$ cat src/rtl/uart_io_pkg.sv
// Shared definitions for the uart_io peripheral: FSM encodings, status bit positions, defaults.
// Optional RX FIFO build is selected with UART_IO_RX_FIFO_EN (see uart_io.sv).
package uart_io_pkg;

    typedef enum logic [1:0] {TX_IDLE, TX_START, TX_DATA, TX_STOP} tx_state_t;
    typedef enum logic [1:0] {RX_IDLE, RX_START, RX_DATA, RX_STOP} rx_state_t;

    localparam int          BUSY_BIT         = 15;
    localparam int          EMPTY_BIT        = 15;
    localparam int          OVR_BIT          = 14;
    localparam logic [15:0] RX_EMPTY_WORD    = 16'(1) << EMPTY_BIT;
    localparam int          DEFAULT_BAUD_DIV = 217;

    function automatic logic [15:0] rx_word(input logic ovr, input logic [7:0] data);
        rx_word          = '0;
        rx_word[OVR_BIT] = ovr;
        rx_word[7:0]     = data;
    endfunction

endpackage

$ cat src/rtl/uart_rx_fifo.sv
// Small power-of-two RX byte FIFO; a pop frees a slot for a push in the same cycle.
// Only compiled in builds with UART_IO_RX_FIFO_EN.
`ifdef UART_IO_RX_FIFO_EN
module uart_rx_fifo #(
    parameter int DEPTH = 4,
    parameter int W     = 8
) (
    input  logic         clk,
    input  logic         reset,
    input  logic         push,
    input  logic         pop,
    input  logic [W-1:0] wdata,
    output logic [W-1:0] rdata,
    output logic         full,
    output logic         empty
);
    localparam int AW = $clog2(DEPTH);

    logic [DEPTH-1:0][W-1:0] mem;
    logic [AW-1:0]           rd_ptr, wr_ptr;
    logic [AW:0]             count;
    logic                    do_pop, do_push;

    assign do_pop  = pop && !empty;
    assign do_push = push && (!full || do_pop);
    assign full    = (count == (AW+1)'(DEPTH));
    assign empty   = (count == '0);
    assign rdata   = mem[rd_ptr];

    always_ff @(posedge clk) begin
        if (reset) begin
            mem    <= '0;
            rd_ptr <= '0;
            wr_ptr <= '0;
            count  <= '0;
        end else begin
            if (do_push) begin
                mem[wr_ptr] <= wdata;
                wr_ptr      <= wr_ptr + AW'(1);
            end
            if (do_pop) rd_ptr <= rd_ptr + AW'(1);
            count <= count + (AW+1)'(do_push) - (AW+1)'(do_pop);
        end
    end
endmodule
`endif

$ cat src/rtl/uart_io.sv
// Memory-mapped 8N1 UART for the Hack IO decoder: TX data/status word and RX data word.
// Define UART_IO_RX_FIFO_EN to replace the RX holding register with a 4-entry FIFO.
module uart_io
    import uart_io_pkg::*;
#(
    parameter int BAUD_DIV = DEFAULT_BAUD_DIV   // must be >= 4
) (
    input  logic        clk,
    input  logic        reset,
    input  logic [15:0] in,
    input  logic        loadTX,
    input  logic        loadRX,
    output logic [15:0] outTX,
    output logic [15:0] outRX,
    output logic        tx,
    input  logic        rx
);
    localparam int            CW   = $clog2(BAUD_DIV);
    localparam logic [CW-1:0] LAST = CW'(BAUD_DIV - 1);
    localparam logic [CW-1:0] HALF = CW'(BAUD_DIV / 2);
    localparam logic [CW-1:0] ONE  = CW'(1);

    // Upper write bits carry no function for this peripheral.
    logic unused_in_hi;
    assign unused_in_hi = ^in[15:8];

    tx_state_t     tx_state;
    logic [CW-1:0] tx_cnt;
    logic [2:0]    tx_bit;
    logic [7:0]    tx_data;
    logic          busy;

    always_ff @(posedge clk) begin
        if (reset) begin
            tx_state <= TX_IDLE;
            tx_cnt   <= '0;
            tx_bit   <= '0;
            tx_data  <= '0;
            tx       <= 1'b1;
            busy     <= 1'b0;
        end else begin
            case (tx_state)
                TX_IDLE: if (loadTX) begin
                    tx_data  <= in[7:0];
                    tx_cnt   <= '0;
                    tx       <= 1'b0;
                    busy     <= 1'b1;
                    tx_state <= TX_START;
                end
                TX_START: if (tx_cnt == LAST) begin
                    tx_cnt   <= '0;
                    tx_bit   <= '0;
                    tx       <= tx_data[0];
                    tx_state <= TX_DATA;
                end else tx_cnt <= tx_cnt + ONE;
                TX_DATA: if (tx_cnt == LAST) begin
                    tx_cnt <= '0;
                    if (tx_bit == 3'd7) begin
                        tx       <= 1'b1;
                        tx_state <= TX_STOP;
                    end else begin
                        tx_bit <= tx_bit + 3'd1;
                        tx     <= tx_data[tx_bit + 3'd1];
                    end
                end else tx_cnt <= tx_cnt + ONE;
                TX_STOP: if (tx_cnt == LAST) begin
                    tx_cnt   <= '0;
                    busy     <= 1'b0;
                    tx_state <= TX_IDLE;
                end else tx_cnt <= tx_cnt + ONE;
                default: tx_state <= TX_IDLE;
            endcase
        end
    end

    assign outTX = 16'(busy) << BUSY_BIT;

    rx_state_t     rx_state;
    logic [1:0]    rx_sync;
    logic          rx_s;
    logic [CW-1:0] rx_cnt;
    logic [2:0]    rx_bit;
    logic [7:0]    rx_shift;
    logic          rx_commit;

    assign rx_s      = rx_sync[1];
    assign rx_commit = (rx_state == RX_STOP) && (rx_cnt == '0) && rx_s;

    // rx_cnt counts down to each sample point; START waits half a bit to centre sampling.
    always_ff @(posedge clk) begin
        if (reset) begin
            rx_sync  <= 2'b11;
            rx_state <= RX_IDLE;
            rx_cnt   <= '0;
            rx_bit   <= '0;
            rx_shift <= '0;
        end else begin
            rx_sync <= {rx_sync[0], rx};
            case (rx_state)
                RX_IDLE: if (!rx_s) begin
                    rx_cnt   <= HALF;
                    rx_state <= RX_START;
                end
                RX_START: if (rx_cnt != '0) rx_cnt <= rx_cnt - ONE;
                else if (rx_s) rx_state <= RX_IDLE;
                else begin
                    rx_cnt   <= LAST;
                    rx_bit   <= '0;
                    rx_state <= RX_DATA;
                end
                RX_DATA: if (rx_cnt != '0) rx_cnt <= rx_cnt - ONE;
                else begin
                    rx_shift <= {rx_s, rx_shift[7:1]};
                    rx_cnt   <= LAST;
                    if (rx_bit == 3'd7) rx_state <= RX_STOP;
                    else rx_bit <= rx_bit + 3'd1;
                end
                RX_STOP: if (rx_cnt != '0) rx_cnt <= rx_cnt - ONE;
                else rx_state <= RX_IDLE;
                default: rx_state <= RX_IDLE;
            endcase
        end
    end

`ifdef UART_IO_RX_FIFO_EN
    logic [7:0] head;
    logic       full, empty, ovr;

    uart_rx_fifo #(.DEPTH(4), .W(8)) u_fifo (
        .clk   (clk),
        .reset (reset),
        .push  (rx_commit),
        .pop   (loadRX),
        .wdata (rx_shift),
        .rdata (head),
        .full  (full),
        .empty (empty)
    );

    // A pop in the same cycle frees the slot, so only an unpopped full FIFO overruns.
    always_ff @(posedge clk) begin
        if (reset) ovr <= 1'b0;
        else if (loadRX && !empty) ovr <= 1'b0;
        else if (rx_commit && full) ovr <= 1'b1;
    end

    assign outRX = empty ? RX_EMPTY_WORD : rx_word(ovr, head);
`else
    logic [7:0] hold;
    logic       valid, ovr;

    // An acknowledge coincident with a commit retires the old byte and keeps the new one.
    always_ff @(posedge clk) begin
        if (reset) begin
            hold  <= '0;
            valid <= 1'b0;
            ovr   <= 1'b0;
        end else if (rx_commit) begin
            if (!valid || loadRX) begin
                hold  <= rx_shift;
                valid <= 1'b1;
                ovr   <= 1'b0;
            end else ovr <= 1'b1;
        end else if (loadRX) begin
            valid <= 1'b0;
            ovr   <= 1'b0;
        end
    end

    assign outRX = valid ? rx_word(ovr, hold) : RX_EMPTY_WORD;
`endif

endmodule

$ cat config.mk
export PLATFORM = sky130hd
export DESIGN_NAME = uart_io
export DESIGN_NICKNAME = d
export VERILOG_FILES = /design/src/rtl/uart_io_pkg.sv /design/src/rtl/uart_rx_fifo.sv /design/src/rtl/uart_io.sv
export SDC_FILE = /design/constraint.sdc
export NUM_CORES = 1
export LEC_CHECK = 0
export ABC_AREA = 1
export CORE_ASPECT_RATIO = 1.1
export CORE_MARGIN = 1
export CORE_UTILIZATION = 35
export CTS_BUF_LIST = sky130_fd_sc_hd__clkbuf_2
export DETAILED_ROUTE_END_ITERATION = 10
export PLACE_DENSITY = 0.68
export SLEW_MARGIN = 20
export SYNTH_ARGS = -nofsm -noshare
export SYNTH_HDL_FRONTEND = slang
export SYNTH_SLANG_ARGS = --single-unit
$ cat constraint.sdc
create_clock -name clk -period 1.5 [get_ports clk]
set_clock_uncertainty 0.15 [all_clocks]
set_input_delay 0.45 -clock clk [delete_from_list [all_inputs] [get_ports clk]]
set_output_delay 0.45 -clock clk [all_outputs]
set_load 0.02 [all_outputs]
==> results.cfg <==
[status]
outcome = finished with violations
violations = negative setup slack

[power_and_ir_drop]
leakage_nw = 2.11
total_power_w = 0.00518
p_switching_w = 0.00215
power_frac_clock = 0.125
pwr-share-comb = 0.517
power.internal_w = 0.00303
seqPwrFrac = 0.358
switching_share = 0.415
peakVddDrop_mv = 0.423
powerDensity_nw_per_um2 = 1090

[drt]
drt_iter0_markers = 139
drt-wirelength-per-cell_um = 12.5
drc = 0
antenna_left = 0
via_count = 3196
dr.pass1.iters = 5
wl_um = 8320
viasPerCell = 4.80

[yosys]
synthSimpleGateAreaFrac = 0.331
ys.flop_type = dfxtp_1
synth_area_um2 = 3160
ys_seq_elements = 56
synth-compound-area-share = 0.102
yosys.area_share.adder = 0.0674
avgSynthCellArea_um2 = 6.87
yosysSeqAreaShare = 0.355
ys_types = 33
synth_top_family_by_area = simple AND/OR/NAND/NOR gates
yosys-mux-area-fraction = 0
synth_xor_xnor_area_share = 0.0111
async_flop_share = 0
yosysWarnings = 0
synth_edf_count = 0
syn_inst = 459

[floorplan]
io_pins = 54
rows = 35
initial_core_util = 0.370
die_h_um = 102
coreArea_um2 = 8540
die_area_um2 = 9400
fp.dieW_um = 92.5

[timing]
period_needed_ns = 1.84
drv_slew = 0
fin_ws_ns = -0.339
rsz0062_at_grt = true
fin_crit_sh = 1.23
finalSetupTns_ns = -7.27
timing_hold_violations_final = 0
setup_viol = 51
fin_hold_ws_ns = 0.316
fmax_ghz = 0.544

[layout]
antenna_cells = 0
postLayoutCellArea_um2 = 4760
seq_area_um2 = 1150
area_delta_synth_final_pct = 50.8
multi_input_area_um2 = 2280
final_nets = 592
layout_commonest_cell = nand2_1
n_fill_cell = 748
final_cell_mix = 66 x nand2_1, 62 x buf_4, 53 x nor2_1
drive_gt1_frac = 0.488

[run]
drv_cap = 0

[cts]
clkSinkCount = 56
cts_buffers = 5
insertion_delay_ns = 0.47
cts.path.max_buffers = 2
clock-root-buffer = clkbuf_2
htreeDepth = 2
cts_tree = built
path_clk_slew_ns = 0.32

[worst_setup_path]
cp_max_fo = 6
worst_ep_required_time_ns = 0.90
r2r_cells = 9
worst-setup-path-type = flip-flop to output pin
arrival_ns = 1.24
cp-end-kind = output pin
startpoint_type = flip-flop

[grt]
grt_pass1_vias = 2998
grt_max_degree = 19
grt_pass1_wl_um = 12800
antenna_found_initial = 0
overflow = 0
grt_usage = 0.168

[place]
port_buffers = 24
globalplace.congestion = 0.852
post_dp_cell_area_um2 = 3850
dp_hpwl_um = 5170

[min_path]
hold_class = flip-flop to flip-flop
whs_path_depth = 1
kinds of logic (layout without fill, tap and decap cells):
| family | Yosys count | in the layout |
|---|---|---|
| adder cells (fa/ha/maj) | 17 | 17 |
| AO/OA/AOI/OAI | 63 | 63 |
| flip-flops | 56 | 56 |
| AND/OR/NAND/NOR | 231 | 231 |
| other | 1 | 21 |
| buffers and inverters | 87 | 163 |
| XOR/XNOR | 4 | 4 |
cell usage after synthesis (3+ instances only):
| cell type | instances | area, um2 |
|---|---|---|
| inv_1 | 51 | 191 |
| nand4_1 | 12 | 75.1 |
| nand2_2 | 6 | 37.5 |
| ha_1 | 17 | 213 |
| nor3_1 | 8 | 40.0 |
| o21ai_0 | 27 | 135 |
| nand3_1 | 21 | 105 |
| buf_4 | 22 | 165 |
| nand2_1 | 105 | 394 |
| nor2_1 | 64 | 240 |
| clkbuf_1 | 7 | 26.3 |
| o21ai_1 | 3 | 15.0 |
| inv_2 | 3 | 11.3 |
| xor2_1 | 3 | 26.3 |
| dfxtp_1 | 56 | 1120 |
| a21oi_1 | 31 | 155 |
worst max-delay path, cell delays in order, from the launching register on:
cell	delay (ns)
dfxtp_4	0.43
buf_6	0.12
nand2_2	0.05
inv_2	0.05
buf_6	0.11
registers in the layout, summed over array words and instances (netlist names), 3 cells and up, named ones only:
signal and flops:
hold 8, rx_bit 3, rx_cnt 8, rx_shift 8, tx_bit 3, tx_cnt 8
tx_data 8
area by class of cell:
cell class,instances,area share
clock buffers,5,0.00526
clock inverters,3,0.00447
inverters,54,0.0489
multi-input cells,336,0.479
flip-flops and latches,56,0.243
well taps,111,0.0292
repair buffers,101,0.191
path summary, 6_finish.rpt:
kind	start	to	slack, ns
max	valid	outRX[2]	-0.34
max reg2reg	rx_cnt[0]	rx_shift[1]	-0.19
min reg2reg	rx_sync[0]	rx_sync[1]	0.32
min	rx_sync[0]	rx_sync[1]	0.32
stage by stage:
stage | util | worst slack, ns | instances
after floorplan | - | -0.0648 | 479
after global placement | 0.451 | -0.307 | 638
after detailed placement | 0.451 | -0.353 | 638
after CTS | 0.503 | -0.340 | 656
after global routing | 0.557 | -0.420 | 666
final | 0.557 | -0.339 | 666
routing by layer:
metal	vias up	GRT usage	part of all wire	wire (um)
li1	1613	-	-	-
met2	65	0.320	0.54	4520
met4	0	0.0589	0.021	173
met3	19	0.0255	0.026	214
met5	-	0	0	0
met1	1499	0.190	0.41	3420
power by group through the flow:
stage	Clock (W)	Sequential (W)	Combinational, W
after floorplan	0	0.00182	0.00118
after global placement	0	0.00181	0.00175
after detailed placement	0	0.00182	0.00178
after CTS	0.000663	0.00184	0.00219
after global routing	0.000727	0.00188	0.00291
final	0.000650	0.00185	0.00268
what timing repair did:
action | CTS | global route
pin swaps | 44 | 56
endpoints found under the setup margin | 65 | 63
cloned | 1 | 0
hold buffers | 0 | 0
buffers inserted | 9 | 11
resized for setup | 192 | 108
(Power assumes the default switching activity.)
